===== config.mk =====
export PLATFORM = sky130hd
export DESIGN_NAME = int_ctrl
export DESIGN_NICKNAME = d
export VERILOG_FILES = /design/src/rtl/int_ctrl_pkg.sv /design/src/rtl/int_line.sv /design/src/rtl/int_ctrl.sv
export SDC_FILE = /design/constraint.sdc
export NUM_CORES = 1
export LEC_CHECK = 0
export BUFFER_PORTS_ARGS = -buffer_cell sky130_fd_sc_hd__buf_2
export CORE_UTILIZATION = 45
export DETAILED_ROUTE_END_ITERATION = 7
export PLACE_DENSITY = 0.89
export SYNTH_ARGS = -nofsm -noshare
export SYNTH_HDL_FRONTEND = slang
export SYNTH_SLANG_ARGS = --single-unit

===== constraint.sdc =====
create_clock -name clk -period 2.6 [get_ports clk]
set_clock_uncertainty 0.15 [all_clocks]
set_input_delay 0 -clock clk [delete_from_list [all_inputs] [get_ports clk]]
set_output_delay 0 -clock clk [all_outputs]
set_load 0.05 [all_outputs]

===== src/rtl/int_ctrl_pkg.sv =====
// int_ctrl_pkg: register offsets, window base and default line count for int_ctrl
package int_ctrl_pkg;
  localparam int N_DEF = 6;
  localparam logic [1:0] OFF_MASK = 2'd0;
  localparam logic [1:0] OFF_MODE = 2'd1;
  localparam logic [1:0] OFF_PEND = 2'd2;
  localparam logic [1:0] OFF_VEC  = 2'd3;
  localparam logic [31:0] WIN_BASE = 32'h0000_7F30;
endpackage


===== src/rtl/int_line.sv =====
// int_line: one interrupt line with optional synchronizer, rise detect and pending bit
module int_line #(
  parameter bit SYNC = 1'b0
) (
  input  logic clk,
  input  logic reset,
  input  logic src,
  input  logic level,
  input  logic clr,
  output logic pend
);
  logic s_in, src_q, src_d;
  if (SYNC) begin : g_sync
    logic meta;
    always_ff @(posedge clk or negedge reset)
      if (!reset) meta <= 1'b0;
      else meta <= src;
    assign s_in = meta;
  end else begin : g_direct
    assign s_in = src;
  end
  // level comes from the post-write MODE so an edge->level switch loads src_q at once
  always_ff @(posedge clk or negedge reset)
    if (!reset) begin
      src_q <= 1'b0;
      src_d <= 1'b0;
      pend  <= 1'b0;
    end else begin
      src_q <= s_in;
      src_d <= src_q;
      pend  <= level ? src_q : (pend & ~clr) | (src_q & ~src_d);
    end
endmodule


===== src/rtl/int_ctrl.sv =====
// int_ctrl: memory-mapped interrupt controller with MASK/MODE/PEND/VEC registers
module int_ctrl
  import int_ctrl_pkg::*;
#(
  parameter int           N        = N_DEF,
  parameter logic [N-1:0] MASK_RST = 'b000111,
  parameter logic [N-1:0] SYNC_EN  = 'b000100
) (
  input  logic         clk,
  input  logic         reset,
  input  logic [1:0]   addr,
  input  logic         we,
  input  logic [31:0]  wdata,
  output logic [31:0]  rdata,
  input  logic [N-1:0] src,
  output logic [N-1:0] hwint,
  output logic         int_req
);
  logic [N-1:0] mask, mode, mode_nxt, pend, clr;
  logic [2:0] vec;
  logic unused_wdata;
  assign unused_wdata = ^wdata[31:N];
  assign mode_nxt = (we && addr == OFF_MODE) ? wdata[N-1:0] : mode;
  assign clr = (we && addr == OFF_PEND) ? wdata[N-1:0] : '0;
  always_ff @(posedge clk or negedge reset)
    if (!reset) begin
      mask <= MASK_RST;
      mode <= '0;
    end else begin
      if (we && addr == OFF_MASK) mask <= wdata[N-1:0];
      mode <= mode_nxt;
    end
  for (genvar i = 0; i < N; i++) begin : g_line
    int_line #(.SYNC(SYNC_EN[i])) u_line (
      .clk(clk), .reset(reset), .src(src[i]), .level(mode_nxt[i]), .clr(clr[i]), .pend(pend[i])
    );
  end
  assign hwint = pend & mask;
  assign int_req = |hwint;
  // scan downward so the lowest set index wins
  always_comb begin
    vec = '0;
    for (int i = N - 1; i >= 0; i--) if (hwint[i]) vec = 3'(i);
  end
  always_comb
    rdata = addr == OFF_MASK ? 32'(mask) :
            addr == OFF_MODE ? 32'(mode) :
            addr == OFF_PEND ? 32'(pend) : {int_req, 28'd0, vec};
endmodule


After elaboration in Yosys (flattened, before gate mapping)
Cells that the tools add are included.
{ "totals": {"ff_bits": 31, "output_inout_bits": 39, "word_cells": 76} }
{ "op_classes": {"eq_ne": 2, "n_mux": 17, "n_bitwise": 31, "reduce_logical": 5} }
{ "ops": {"columns": ["op", "count"], "rows": [
  ["two-way mux 32 bit", 3],
  ["two-way mux 3 bit", 6],
  ["bitwise AND 1 bit", 12],
  ["two-way mux 6 bit", 2],
  ["inverter 1 bit", 12],
  ["bitwise AND 6 bit", 1],
  ["two-way mux 1 bit", 6],
  ["bitwise OR 1 bit", 6],
  ["OR reduction 6 bit", 1],
  ["logical AND 1 bit", 3],
  ["equality test 2 x 1 -> 1 bit (second input constant)", 1],
  ["equality test 2 bit (second input constant)", 1],
  ["logical NOT 2 bit", 1]
]} }

Longest topological paths before layout
{ "logic_depth": {"ltp_word": 10, "depth_mapped": 4, "mapped_depth_nobuf": 4} }

By module
Synthesis repeated with hierarchy kept, for this count alone.
{ "hier_totals": {"hier_cells": 141, "area_unflattened_um2": 1637.8} }
{ "by_module_without_submodules": {"columns": ["module", "n_inst", "cells_per_inst", "area_each_um2"], "rows": [
  ["int_ctrl", 1, 104, 989.7],
  ["int_line (g_line[0].u_line ...)", 5, 6, 103.8],
  ["int_line (g_line[2].u_line)", 1, 7, 128.9]
]} }

Least setup slack after synthesis
No wires, ideal clock.
{ "synth_timing": {"path_type": "reg-to-output", "start": "reg mask[1]", "end": "out rdata[31]", "t_arrival_ns": 1.902, "path_slack_ns": 0.548, "path_stages_with_launch": 5, "n_path_buf": 0, "cell_sequence": "dfstp_2 nand2_1 inv_1 nor3b_1 a31oi_1"} }
{ "synth_via": {"elab_chain_cells": 5} }
{ "synth_rtl": {"columns": ["item", "line_no", "text"], "rows": [
  ["start: declaration", "int_ctrl.sv:19", "logic [N-1:0] mask, mode, mode_nxt, pend, clr;"],
  ["start signal: assignment", "int_ctrl.sv:30", "if (we && addr == OFF_MASK) mask <= wdata[N-1:0];"],
  ["bitwise AND 6 bit", "int_ctrl.sv:38", "assign hwint = pend & mask;"],
  ["via hwint[1]", "int_ctrl.sv:16", "output logic [N-1:0] hwint,"],
  ["OR reduction 6 bit", "int_ctrl.sv:39", "assign int_req = |hwint;"],
  ["two-way mux 32 bit", "int_ctrl.sv:48", "addr == OFF_PEND ? 32'(pend) : {int_req, 28'd0, vec};"],
  ["two-way mux 32 bit", "int_ctrl.sv:47", "addr == OFF_MODE ? 32'(mode) :"],
  ["two-way mux 32 bit", "int_ctrl.sv:46", "rdata = addr == OFF_MASK ? 32'(mask) :"],
  ["end: declaration", "int_ctrl.sv:14", "output logic [31:0] rdata,"]
]} }
The timed path passes the listed nets, and every way through them passes these cells.

Worst setup path in the final report
{ "layout_timing": {"start": "reg mask[3]", "end": "out rdata[1]"} }
{ "layout_via": {"elab_chain_cells": 8} }
{ "layout_rtl": {"columns": ["item", "line_no", "text"], "rows": [
  ["bitwise AND 6 bit", "int_ctrl.sv:38", null],
  ["two-way mux 3 bit (4 in series)", "int_ctrl.sv:43", "for (int i = N - 1; i >= 0; i--) if (hwint[i]) vec = 3'(i);"],
  ["two-way mux 32 bit", "int_ctrl.sv:48", null],
  ["two-way mux 32 bit", "int_ctrl.sv:47", null],
  ["two-way mux 32 bit", "int_ctrl.sv:46", null]
]} }
Every way passes these cells.

==> results.toml <==
[status]
outcome = "completed"

[setup_path]
critPathArrivalTime_ns = 1.79
timing.rr.end = "g_line[2].u_line.pend"
startpoint_type = "flip-flop"
reg2reg_depth = 2
endpoint_kind = "primary output"
worstPathRequired_ns = 2.45
path_max_fanout = 4
rr_startpoint = "mode[2]"
crit_type = "reg2out"
regToRegSetupSlack_ns = 1.54

[timing]
fin_tns_setup_ns = 0
period_needed_ns = 1.94
final_hold_viol_count = 0
fmaxAchievable_ghz = 0.515
period_share_pct = 74.6
tightest_slew_ns = 0.665
rsz0062_at_grt = "false"
relSlewSlack_pct = 55.6
drv_slew = 0
finalSetupViolCount = 0

[clock_network]
root_buffer = "clkbuf_8"
cts_tree = "built"
clk_path_buf_depth = 2
insertion_delay_ns = 0.28
cts_resized = 0
numClockSinks = 31
htree_num_levels = 2
clkTransAtPathRegs_ns = 0.06
numCtsBuffers = 5

[pwr]
vdd_ir_drop_max_v = 0.000365
pwr_density_cell_nw_per_um2 = 756
leakage_nw = 0.950

[finish]
design_area_um2 = 1950
syn_to_final_growth_pct = 17.6
final_nets = 232
diodes = 0
final_common_cell = "buf_2"
layout_common_cells = "30 x buf_2, 28 x dfrtp_1, 25 x conb_1"
post-route-util_pct = 56.8
drive_above_1_share_pct = 31.1
fillCellCount = 341

[hold_path]
hold_class = "in2async"

[die]
die_height_um = 62.8
fp-row-count = 21
core-area_um2 = 3440
dieArea_um2 = 3940
pin_count = 82
start_util_pct = 48.3
fp.dieW_um = 62.8

[global_routing]
grt_pass1_vias = 1124
antenna_found_initial = 0
grt_max_degree = 32
grt_overflow = 0
track_usage_pct = 17.4
grt_pass1_wl_um = 5130

[logic_synthesis]
ys_warn_count = 0
synth_cells = 144
syn_avg_cell_area_um2 = 11.5
synth_seq_cells = 31
synth_seq_area_share_pct = 46.9
yosys.area.top_type = "dfrtp_1"
ys_top_cells_by_area = "dfrtp_1 42%, buf_4 12%, nor3b_1 5.9%"
synth_cell_types = 34
syn_area_um2 = 1660
yosysTopAreaCellShare_pct = 42.2

[routing]
wl_um = 3020
first_pass_iters = 4
drc_errors = 0
detail-route-antenna-nets = 0
num_vias = 1153
viasPerCell = 4.89
drt-initial-drc-count = 54
wl_per_cell_um = 12.8

[placed_design]
gp_congestion = 0.802
port_buffers = 30
place_area_um2 = 1740
dp_hpwl_um = 2170

[job]
drv_cap = 0
## metrics by stage
| stage | hold WS, ns | total power, W | setup slack, ns | std cells |
|---|---|---|---|---|
| 6_report | 0.126 | 0.00148 | 0.659 | 236 |
| 5_1_grt | 0.123 | 0.00156 | 0.580 | 236 |
| 4_1_cts | 0.107 | 0.00149 | 0.640 | 236 |
| 3_5_place_dp | -0.0752 | 0.00112 | 0.887 | 215 |
| 3_3_place_gp | -0.0828 | 0.00111 | 0.922 | 215 |
| 2_1_floorplan | -0.446 | 0.00105 | 0.548 | 168 |
## how the worst max path moves through the flow
stage,startpoint,end,slack (ns),cells past startpoint
detailed placement,addr[0],g_line[0].u_line.pend,0.89,4
floorplan,mask[1],rdata[31],0.55,4
global route,mask[3],rdata[2],0.58,4
global placement,addr[0],g_line[0].u_line.pend,0.92,4
finish,mask[3],rdata[1],0.66,4
CTS,mask[3],rdata[1],0.64,4
## worst max-delay path, cell delays in order (launching register included)
cell and delay, ns:
dfrtp_1 0.40, a22o_1 0.26, and3_1 0.18, mux4_2 0.45, buf_2 0.22
## power by group
part | total, W | switching, W | leakage, nW | internal (W)
sequential | 0.000600 | 0.0000466 | 0.357 | 0.000554
clock | 0.000347 | 0.000158 | 0.0395 | 0.000189
combinational | 0.000529 | 0.000360 | 0.553 | 0.000169
total | 0.00148 | 0.000565 | 0.950 | 0.000912
## synthesized netlist by cell type
cell	instances
buf_6	1
nand3b_1	1
a31oi_1	2
dfrtp_1	28
buf_1	1
and3b_1	2
mux2_4	4
conb_1	1
nand3_1	1
mux2i_1	5
o21ai_0	3
nand2_2	1
nand4_1	1
a21bo_2	6
nor3b_1	13
dfstp_2	3
a2bb2oi_1	1
nand2_1	7
a21oi_1	1
o32ai_1	6
buf_2	1
o211ai_1	1
a221o_1	1
a22o_1	1
inv_1	10
nor2b_1	1
buf_4	26
and2_1	2
mux2_2	8
nor2_1	1
nor3b_4	1
or3b_1	1
mux4_2	1
and3_1	1
## what timing repair did
action                    CTS  global route
hold endpoints to repair   52             0
hold buffers               13             0
buffers inserted            0             0
## state kept, by name, summed over array words and instances (netlist names)
name,count
mode,6
mask,6
g_line.u_line.src_q,6
g_line.u_line.src_d,6
g_line.u_line.g_sync.meta,1
g_line.u_line.pend,6
## cells by family (layout without fill, tap and decap cells)
kind of cell | after synthesis | count (layout) | synth area share (%)
and+or+nand+nor | 33 | 33 | 13.4
DFF | 31 | 31 | 46.9
muxes | 18 | 18 | 13.4
other | 1 | 25 | 0.226
buffers and inverters | 39 | 61 | 15.2
AOI/OAI and AO/OA | 22 | 22 | 10.8
## final cells by class
cell class | count | area [um2] | area share [%]
clock buffer | 8 | 80.1 | 4.10
inverter | 10 | 37.5 | 1.92
multi-input combinational | 98 | 719 | 36.8
sequential | 31 | 779 | 39.9
tap | 46 | 57.6 | 2.94
timing repair buffer | 43 | 280 | 14.3
## layer usage
| layer | part of all wire, % | global-route usage (%) | wire (um) |
|---|---|---|---|
| met1 | 46 | 22.4 | 1400 |
| met2 | 47 | 26.5 | 1420 |
| met3 | 5.8 | 6.93 | 176 |
| met4 | 0.76 | 6.10 | 23 |
| met5 | 0 | 0 | 0 |
(Power assumes the default switching activity.)
